==> src/rtl/riscv_pkg.sv <==
// Shared encodings for the write-back stage: result selects, load funct3 codes, FSM states.
// The optional load watchdog is enabled with the WB_LOAD_TIMEOUT_EN macro (see wb_stage).
package riscv_pkg;

  localparam logic [1:0] WbSelAlu  = 2'd0;
  localparam logic [1:0] WbSelLoad = 2'd1;
  localparam logic [1:0] WbSelPc4  = 2'd2;
  localparam logic [1:0] WbSelRsvd = 2'd3;

  localparam logic [2:0] F3Lb  = 3'b000;
  localparam logic [2:0] F3Lh  = 3'b001;
  localparam logic [2:0] F3Lw  = 3'b010;
  localparam logic [2:0] F3Lbu = 3'b100;
  localparam logic [2:0] F3Lhu = 3'b101;

  typedef enum logic [1:0] {
    StIdle,
    StCommit,
    StWaitLoad
  } wb_state_e;

endpackage

==> src/rtl/load_align.sv <==
// Combinational load data alignment: picks the byte/halfword addressed by the low address
// bits and sign- or zero-extends it to XLEN.
module load_align
  import riscv_pkg::*;
#(
  parameter int unsigned XLEN = 32
) (
  input  logic [2:0]      funct3_i,
  input  logic [1:0]      addr_lsb_i,
  input  logic [XLEN-1:0] rdata_i,
  output logic [XLEN-1:0] data_o
);

  logic [XLEN-1:0] shifted;
  logic [7:0]      ld_byte;
  logic [15:0]     ld_half;

  always_comb begin
    shifted = rdata_i >> {addr_lsb_i, 3'b000};
    ld_byte = shifted[7:0];
    // Halfwords are naturally aligned; bit 0 of the offset is ignored.
    ld_half = addr_lsb_i[1] ? rdata_i[31:16] : rdata_i[15:0];

    unique case (funct3_i)
      F3Lb:    data_o = {{(XLEN-8){ld_byte[7]}}, ld_byte};
      F3Lbu:   data_o = {{(XLEN-8){1'b0}}, ld_byte};
      F3Lh:    data_o = {{(XLEN-16){ld_half[15]}}, ld_half};
      F3Lhu:   data_o = {{(XLEN-16){1'b0}}, ld_half};
      default: data_o = rdata_i;
    endcase
  end

endmodule

==> src/rtl/wb_stage.sv <==
// Write-back stage: captures an executed instruction, waits for load data when needed and
// drives the register-file write port. Define WB_LOAD_TIMEOUT_EN to add the load watchdog/err_o.
module wb_stage
  import riscv_pkg::*;
#(
  parameter int unsigned XLEN         = 32,
  parameter int unsigned REGW         = 5,
  parameter int unsigned LOAD_TIMEOUT = 16
) (
  input  logic            clk_i,
  input  logic            rst_i,
  input  logic            ex_valid_i,
  input  logic            ex_reg_we_i,
  input  logic [REGW-1:0] ex_rd_i,
  input  logic [1:0]      ex_wb_sel_i,
  input  logic [XLEN-1:0] ex_alu_i,
  input  logic [XLEN-1:0] ex_pc4_i,
  input  logic [2:0]      ex_funct3_i,
  input  logic [1:0]      ex_addr_lsb_i,
  input  logic            dmem_rvalid_i,
  input  logic [XLEN-1:0] dmem_rdata_i,
  output logic            stall_o,
  output logic            rf_we_o,
  output logic [REGW-1:0] rf_waddr_o,
  output logic [XLEN-1:0] rf_wdata_o
`ifdef WB_LOAD_TIMEOUT_EN
  ,
  output logic            err_o
`endif
);

  wb_state_e       state_q, state_d;
  logic            capture;
  logic            tmo_hit;
  logic            reg_we_q;
  logic [REGW-1:0] rd_q;
  logic [2:0]      funct3_q;
  logic [1:0]      lsb_q;
  logic [XLEN-1:0] result_q;
  logic [XLEN-1:0] load_data;

  assign capture = ex_valid_i & ~stall_o;

  load_align #(
    .XLEN(XLEN)
  ) u_load_align (
    .funct3_i  (funct3_q),
    .addr_lsb_i(lsb_q),
    .rdata_i   (dmem_rdata_i),
    .data_o    (load_data)
  );

  // State register.
  always_ff @(posedge clk_i or posedge rst_i) begin
    if (rst_i) begin
      state_q <= StIdle;
    end else begin
      state_q <= state_d;
    end
  end

  // Next-state logic.
  always_comb begin
    state_d = state_q;
    unique case (state_q)
      StIdle, StCommit: begin
        if (capture) begin
          state_d = (ex_wb_sel_i == WbSelLoad) ? StWaitLoad : StCommit;
        end else begin
          state_d = StIdle;
        end
      end
      StWaitLoad: begin
        if (dmem_rvalid_i) begin
          state_d = StCommit;
        end else if (tmo_hit) begin
          state_d = StIdle;
        end
      end
      default: state_d = StIdle;
    endcase
  end

  // Outputs: address/data come straight from registers so they are settled all COMMIT cycle.
  always_comb begin
    stall_o    = (state_q == StWaitLoad);
    rf_we_o    = (state_q == StCommit) && reg_we_q && (rd_q != '0);
    rf_waddr_o = rd_q;
    rf_wdata_o = result_q;
  end

  // Stage register. Non-load results are resolved at capture; load results on the response.
  always_ff @(posedge clk_i or posedge rst_i) begin
    if (rst_i) begin
      reg_we_q <= 1'b0;
      rd_q     <= '0;
      funct3_q <= '0;
      lsb_q    <= '0;
      result_q <= '0;
    end else if (capture) begin
      reg_we_q <= ex_reg_we_i;
      rd_q     <= ex_rd_i;
      funct3_q <= ex_funct3_i;
      lsb_q    <= ex_addr_lsb_i;
      unique case (ex_wb_sel_i)
        WbSelPc4:  result_q <= ex_pc4_i;
        WbSelLoad: result_q <= result_q;
        default:   result_q <= ex_alu_i;
      endcase
    end else if (state_q == StWaitLoad && dmem_rvalid_i) begin
      result_q <= load_data;
    end
  end

`ifdef WB_LOAD_TIMEOUT_EN
  localparam int unsigned CntW = $clog2(LOAD_TIMEOUT + 1);

  logic [CntW-1:0] tmo_cnt_q;
  logic            err_q;

  // tmo_cnt_q holds the number of WAIT_LOAD cycles already spent; a response wins a tie.
  assign tmo_hit = (state_q == StWaitLoad) && !dmem_rvalid_i
                   && (tmo_cnt_q == CntW'(LOAD_TIMEOUT - 1));

  always_ff @(posedge clk_i or posedge rst_i) begin
    if (rst_i) begin
      tmo_cnt_q <= '0;
      err_q     <= 1'b0;
    end else begin
      err_q <= tmo_hit;
      if (state_q == StWaitLoad && state_d == StWaitLoad) begin
        tmo_cnt_q <= tmo_cnt_q + CntW'(1);
      end else begin
        tmo_cnt_q <= '0;
      end
    end
  end

  assign err_o = err_q;
`else
  assign tmo_hit = 1'b0;
`endif

endmodule

==> config.mk <==
export PLATFORM = sky130hd
export DESIGN_NAME = wb_stage
export DESIGN_NICKNAME = d
export VERILOG_FILES = /design/src/rtl/riscv_pkg.sv /design/src/rtl/load_align.sv /design/src/rtl/wb_stage.sv
export SDC_FILE = /design/constraint.sdc
export NUM_CORES = 1
export LEC_CHECK = 0
export ABC_AREA = 1
export BUFFER_PORTS_ARGS = -buffer_cell sky130_fd_sc_hd__buf_4
export CAP_MARGIN = 20
export CORE_ASPECT_RATIO = 0.6
export CORE_MARGIN = 2
export CORE_UTILIZATION = 51
export CTS_CLUSTER_DIAMETER = 100
export DETAILED_ROUTE_END_ITERATION = 16
export PLACE_DENSITY_LB_ADDON = 0.3
export SLEW_MARGIN = 20
export SYNTH_ARGS = -nofsm -noshare
export SYNTH_HDL_FRONTEND = slang
export SYNTH_SLANG_ARGS = --single-unit
==> constraint.sdc <==
create_clock -name clk_i -period 3.4 [get_ports clk_i]
set_input_delay 0.34 -clock clk_i [delete_from_list [all_inputs] [get_ports clk_i]]
set_output_delay 0.34 -clock clk_i [all_outputs]
set_load 0.01 [all_outputs]
Yosys cells after proc, flatten, opt, wreduce, memory -nomap -nowiden
Index checks and enable logic that the tools add are counted.
{ "totals": {"output_inout_bits": 39, "inputBits": 113, "register_bits": 45, "elab_cells": 36} }
{ "op_classes": {"bitwise": 2, "muxes": 9, "reduce_logical": 9, "shifts": 1, "n_eq_ne": 9} }
{ "op_table": {"columns": ["op", "n"], "rows": [
  ["one-hot mux 32 bit (4 select lines)", 1],
  ["two-way mux 32 bit", 2],
  ["one-hot mux 32 bit (2 select lines)", 1],
  ["right shift 32 x 5 -> 8 bit", 1],
  ["two-way mux 16 bit", 1],
  ["== test 3 bit (second input constant)", 2],
  ["two-way mux 2 bit", 3],
  ["nonzero test 5 bit", 1],
  ["== test 2 x 1 -> 1 bit (second input constant)", 2],
  ["== test 2 bit (second input constant)", 2],
  ["!= test 2 bit (second input constant)", 2],
  ["one-hot mux 2 bit (2 select lines)", 1],
  ["== test 3 x 1 -> 1 bit (second input constant)", 1],
  ["logical AND 1 bit", 3],
  ["zero test 3 bit", 1],
  ["zero test 2 bit", 1],
  ["AND reduction 2 bit", 1],
  ["nonzero test 2 bit", 1],
  ["OR reduction 2 bit", 1],
  ["AND 1 bit", 1],
  ["inverter 1 bit", 1]
]} }

Longest topological paths before layout
{ "depth": {"ltp_word": 5, "mapped_depth": 10, "depth_no_buf": 9} }

Cells and area by module
Synthesis repeated with hierarchy kept, for this count alone.
{ "unflattened": {"hier_cells": 583, "hier_area_um2": 3555.9} }
{ "modules_own_cells": {"columns": ["mod", "n_inst", "seq_area_each_um2", "area_per_inst_um2", "cells_per_inst"], "rows": [
  ["wb_stage", 1, 1126.1, 2683.8, 414],
  ["load_align", 1, 0.0, 872.1, 169]
]} }

Worst setup path after synthesis
No wires, ideal clock.
{ "synth_path": {"path_kind": "register to register", "startpoint": "register funct3_q[1]", "endpoint": "register result_q[7], in the netlist rf_wdata_o[7]", "setup_slack_ns": 2.101, "required_time_ns": 3.283, "t_arrival_ns": 1.181, "period_less_slack_ns": 1.299, "stages_incl_launch_ff": 9, "setup_time_ns": 0.117, "n_path_buf": 2, "cell_sequence": "dfrtp_1 buf_6 clkinv_2 clkbuf_1 o21ai_0 a21oi_1 nand2_1 nand3_1 nand2_1"} }
{ "synth_via": {"elab_chain_cells": 4, "word_cells_on_any_way": 7, "classes_between": "3 x eq/ne; 3 x mux; 1 x reduce/logical"} }
{ "synth_rtl": {"columns": ["element", "line", "source"], "rows": [
  ["from (decl)", "wb_stage.sv:37", "logic [2:0] funct3_q;"],
  ["from (signal assigned)", "wb_stage.sv:103", "funct3_q <= ex_funct3_i;"],
  ["== test 3 bit, or another cell as far along", "load_align.sv:24", "unique case (funct3_i)"],
  ["one-hot mux 32 bit (4 select lines) (*)", "load_align.sv:24", null],
  ["two-way mux 32 bit (*)", "wb_stage.sv:110", "end else if (state_q == StWaitLoad && dmem_rvalid_i) begin"],
  ["two-way mux 32 bit (*)", "wb_stage.sv:100", "end else if (capture) begin"],
  ["to (signal assigned)", "wb_stage.sv:106", "WbSelPc4: result_q <= ex_pc4_i;"],
  ["to (signal assigned)", "wb_stage.sv:108", "default: result_q <= ex_alu_i;"],
  ["to (signal assigned)", "wb_stage.sv:111", "result_q <= load_data;"],
  ["to (decl)", "wb_stage.sv:39", "logic [XLEN-1:0] result_q;"]
]} }
Mark *: on every way between the ends. The rest lies on a longest branch, timed or not. The select of a mux whose other input is x is not followed.
A chain may end at the register's enable or synchronous reset.

Worst setup path in the final report
{ "layout_path": {"startpoint": "register state_q[1]", "endpoint": "register result_q[15], in the netlist rf_wdata_o[15]"} }
{ "layout_via": {"elab_chain_cells": 5, "word_cells_on_any_way": 8, "classes_between": "2 x eq/ne; 1 x mux; 2 x bitwise; 3 x reduce/logical"} }
{ "layout_rtl": {"columns": ["element", "line", "source"], "rows": [
  ["from (decl)", "wb_stage.sv:32", "wb_state_e state_q, state_d;"],
  ["from (signal assigned)", "wb_stage.sv:56", "state_q <= StIdle;"],
  ["from (signal assigned)", "wb_stage.sv:58", "state_q <= state_d;"],
  ["== test 2 bit (*)", "wb_stage.sv:86, wb_stage.sv:110", null],
  ["inverter 1 bit", "wb_stage.sv:42", "assign capture = ex_valid_i & ~stall_o;"],
  ["AND 1 bit", "wb_stage.sv:42", null],
  ["!= test 2 bit (no line) / nonzero test 2 bit (equally long branches)", null, null],
  ["AND reduction 2 bit (no line)", null, null],
  ["to (signal assigned)", "wb_stage.sv:106", null],
  ["to (signal assigned)", "wb_stage.sv:107", "WbSelLoad: result_q <= result_q;"],
  ["to (signal assigned)", "wb_stage.sv:108", null]
]} }
Mark *: on every way between the ends. The rest lies on a longest branch, timed or not.

==> metrics.yaml <==
io_pins: 152
fmaxAchievable_ghz: 0.461
outcome: "finished clean"
dpl.hpwl_um: 7680
insertion_delay_ns: 0.30
synth-main-ff-cell: "dfrtp_1"
grtUsageTotal_pct: 29.2
first_global_vias: 3520
sequentialPowerShare_pct: 37.6
internal_power_mw: 1.25
maxCapViolCount: 0
yosysWarnings: 0
core_area_sq_um: 6140
cp-start-kind: "register"
syn_area_sq_um: 3250
pwr-share-comb_pct: 40.5
worst_r2r_startpoint: "state_q[1]"
drive_above_1_share_pct: 28.5
start_util_pct: 53.0
clkSinkCount: 45
post-route-util_pct: 72.6
slew_viol_final: 0
multiInputGateArea_sq_um: 1750
nFillCells: 519
totalWireLength_um: 10300
async_flop_share_pct: 100
irDropWorstVdd_mv: 0.192
regToRegEndpoint: "rf_wdata_o[15]"
yosys-top-cells-count: "214 x nand2_1, 49 x nor2_1, 45 x a21oi_1, 45 x dfrtp_1, 45 x inv_1"
finalCriticalPeriod_ns: 2.17
cts_max_path_buffers: 2
post_cts_buffers: 0
syn_inst: 521
required_ns: 3.62
grt_max_degree: 59
die_area_sq_um: 7050
maxSlewHeadroom_pct: 32.7
crit_path_start: "state_q[1]"
fin_nets: 765
synth_top_area_share_pct: 34.6
portBuffers: 151
ys_ff_latch: 45
worst_setup_path_end_kind: "register"
rsz0062_at_grt: "no"
grt_first_pass_wirelength_um: 16300
placed_cells_incl_taps: 728
antenna_found_initial: 0
synth.most_common_cell: "nand2_1"
switching_share_pct: 36.2
power_frac_clock_pct: 21.9
worst_pin_slew_ns: 1.01
postCtsHoldBufs: 0
syn_to_final_growth_pct: 37.0
avgSynthCellArea_sq_um: 6.24
final.setup.tns_ns: 0
p_switching_mw: 0.711
vias_per_cell: 5.27
yosysTopAreaCell: "dfrtp_1"
wire_per_inst_um: 14.0
ys_types: 24
synth_edf_count: 0
grt_overflow: 0
fin_crit_sh_pct: 63.8
layout.cells.non_filler: 737
drt_iter0_markers: 348
crit_type: "register to register"
num_rows: 22
cts_tree: "yes"
htree_levels: 2
die_w_um: 107
antenna_left: 0
ys_top_cells_by_area: "dfrtp_1 35%, nand2_1 25%, a21oi_1 6.9%, nand3_1 6.6%, nor2_1 5.7%"
cts_resized: 0
hold_class: "primary input to asynchronous set/reset pin"
antenna_cells: 0
final-seq-area_sq_um: 1130
die_h_um: 65.9
root_buffer: "clkbuf_8"
r2r.worst_path.cells: 7
setup_viol: 0
place_congestion: 0.892
regToRegSetupSlack_ns: 1.23
critPathMaxFanout: 47
seq_area_frac_synth_pct: 34.6
drc_errors: 0
crit_arrival_ns: 2.39
cts-buffers-inserted: 5
syn-num-nets: 634
path_clk_slew_ns: 0.09
finalClockSkew_ns: 0.00580
drt_pass1_iterations: 7
via_count: 3883
p_leak_nw: 2.48
powerDensity_nw_per_um2: 441
hold_viol_final: 0
-- state kept, by name (all words and copies together) (netlist names) --
signal	cells
funct3_q	3
lsb_q	2
reg_we_q	1
rf_waddr_o	5
rf_wdata_o	32
state_q	2
-- worst max-delay path, cell delays in order, from the launching register on --
cell and delay (ns):
dfrtp_1 0.44, nand2_2 0.13, nand2_4 0.26, inv_2 0.71, o211ai_1 0.22, nand2_1 0.11
inv_1 0.05, a21oi_1 0.14
-- logic make-up after synthesis --
| logic type | share of synthesized area [%] |
|---|---|
| compound gates | 13.5 |
| buf+inv | 11.5 |
| flops | 34.6 |
| simple gates | 40.4 |
-- metal layers --
layer  wire length (um)  part of all wire [%]  global-route usage (%)  vias up
li1                   -                     -                       -     1890
met1               4700                    46                    42.1     1766
met2               4440                    43                    44.2      206
met3               1040                    10                    6.50       21
met4                142                   1.4                    8.12        0
met5                  0                     0                       0        -
-- how the worst max path moves through the flow --
stage                endpoint  slack (ns)  cells after the start
3_5_place_dp   rf_wdata_o[15]        1.27                      7
6_report       rf_wdata_o[15]        1.23                      7
5_1_grt        rf_wdata_o[13]        1.06                      7
2_1_floorplan     funct3_q[0]        2.00                      1
4_1_cts        rf_wdata_o[15]        1.25                      7
3_3_place_gp    rf_wdata_o[1]        1.38                      7
-- layout make-up --
cell class | count | share of cell area [%]
Multi-Input combinational cell | 397 | 39.3
Timing Repair Buffer | 154 | 26.2
Sequential cell | 45 | 25.3
Inverter | 49 | 4.21
Tap cell | 84 | 2.36
Clock buffer | 7 | 1.94
Clock inverter | 1 | 0.674
-- power by group through the flow --
stage                     sequential (mW)  combinational (mW)  clock, mW
after floorplan                     0.770               0.413          0
after CTS                           0.736               0.793      0.432
after global placement              0.740               0.769          0
after global routing                0.753               0.878      0.455
final                               0.739               0.796      0.430
after detailed placement            0.746               0.789          0
-- metrics by stage --
stage | setup slack (ns) | hold WS (ns) | cell area (sq um) | power, mW
3_3_place_gp | 1.38 | 0.465 | 4320 | 1.51
4_1_cts | 1.25 | 0.227 | 4440 | 1.96
2_1_floorplan | 2.00 | 0.447 | 3250 | 1.18
3_5_place_dp | 1.27 | 0.485 | 4320 | 1.53
6_report | 1.23 | 0.00605 | 4460 | 1.97
5_1_grt | 1.06 | 0.0271 | 4460 | 2.09
-- cells in the final DEF, fill, tap and decap left out, types with 5 or more instances in the layout --
| cell type | count |
|---|---|
| nand3_1 | 43 |
| o211ai_1 | 8 |
| nand2_4 | 5 |
| buf_4 | 153 |
| clkbuf_8 | 6 |
| nand2_1 | 214 |
| inv_1 | 44 |
| a21oi_2 | 8 |
| o21ai_1 | 12 |
| dfrtp_1 | 45 |
| nor2_1 | 49 |
| a21oi_1 | 45 |
No activity file was read; power rests on OpenSTA's default activity.
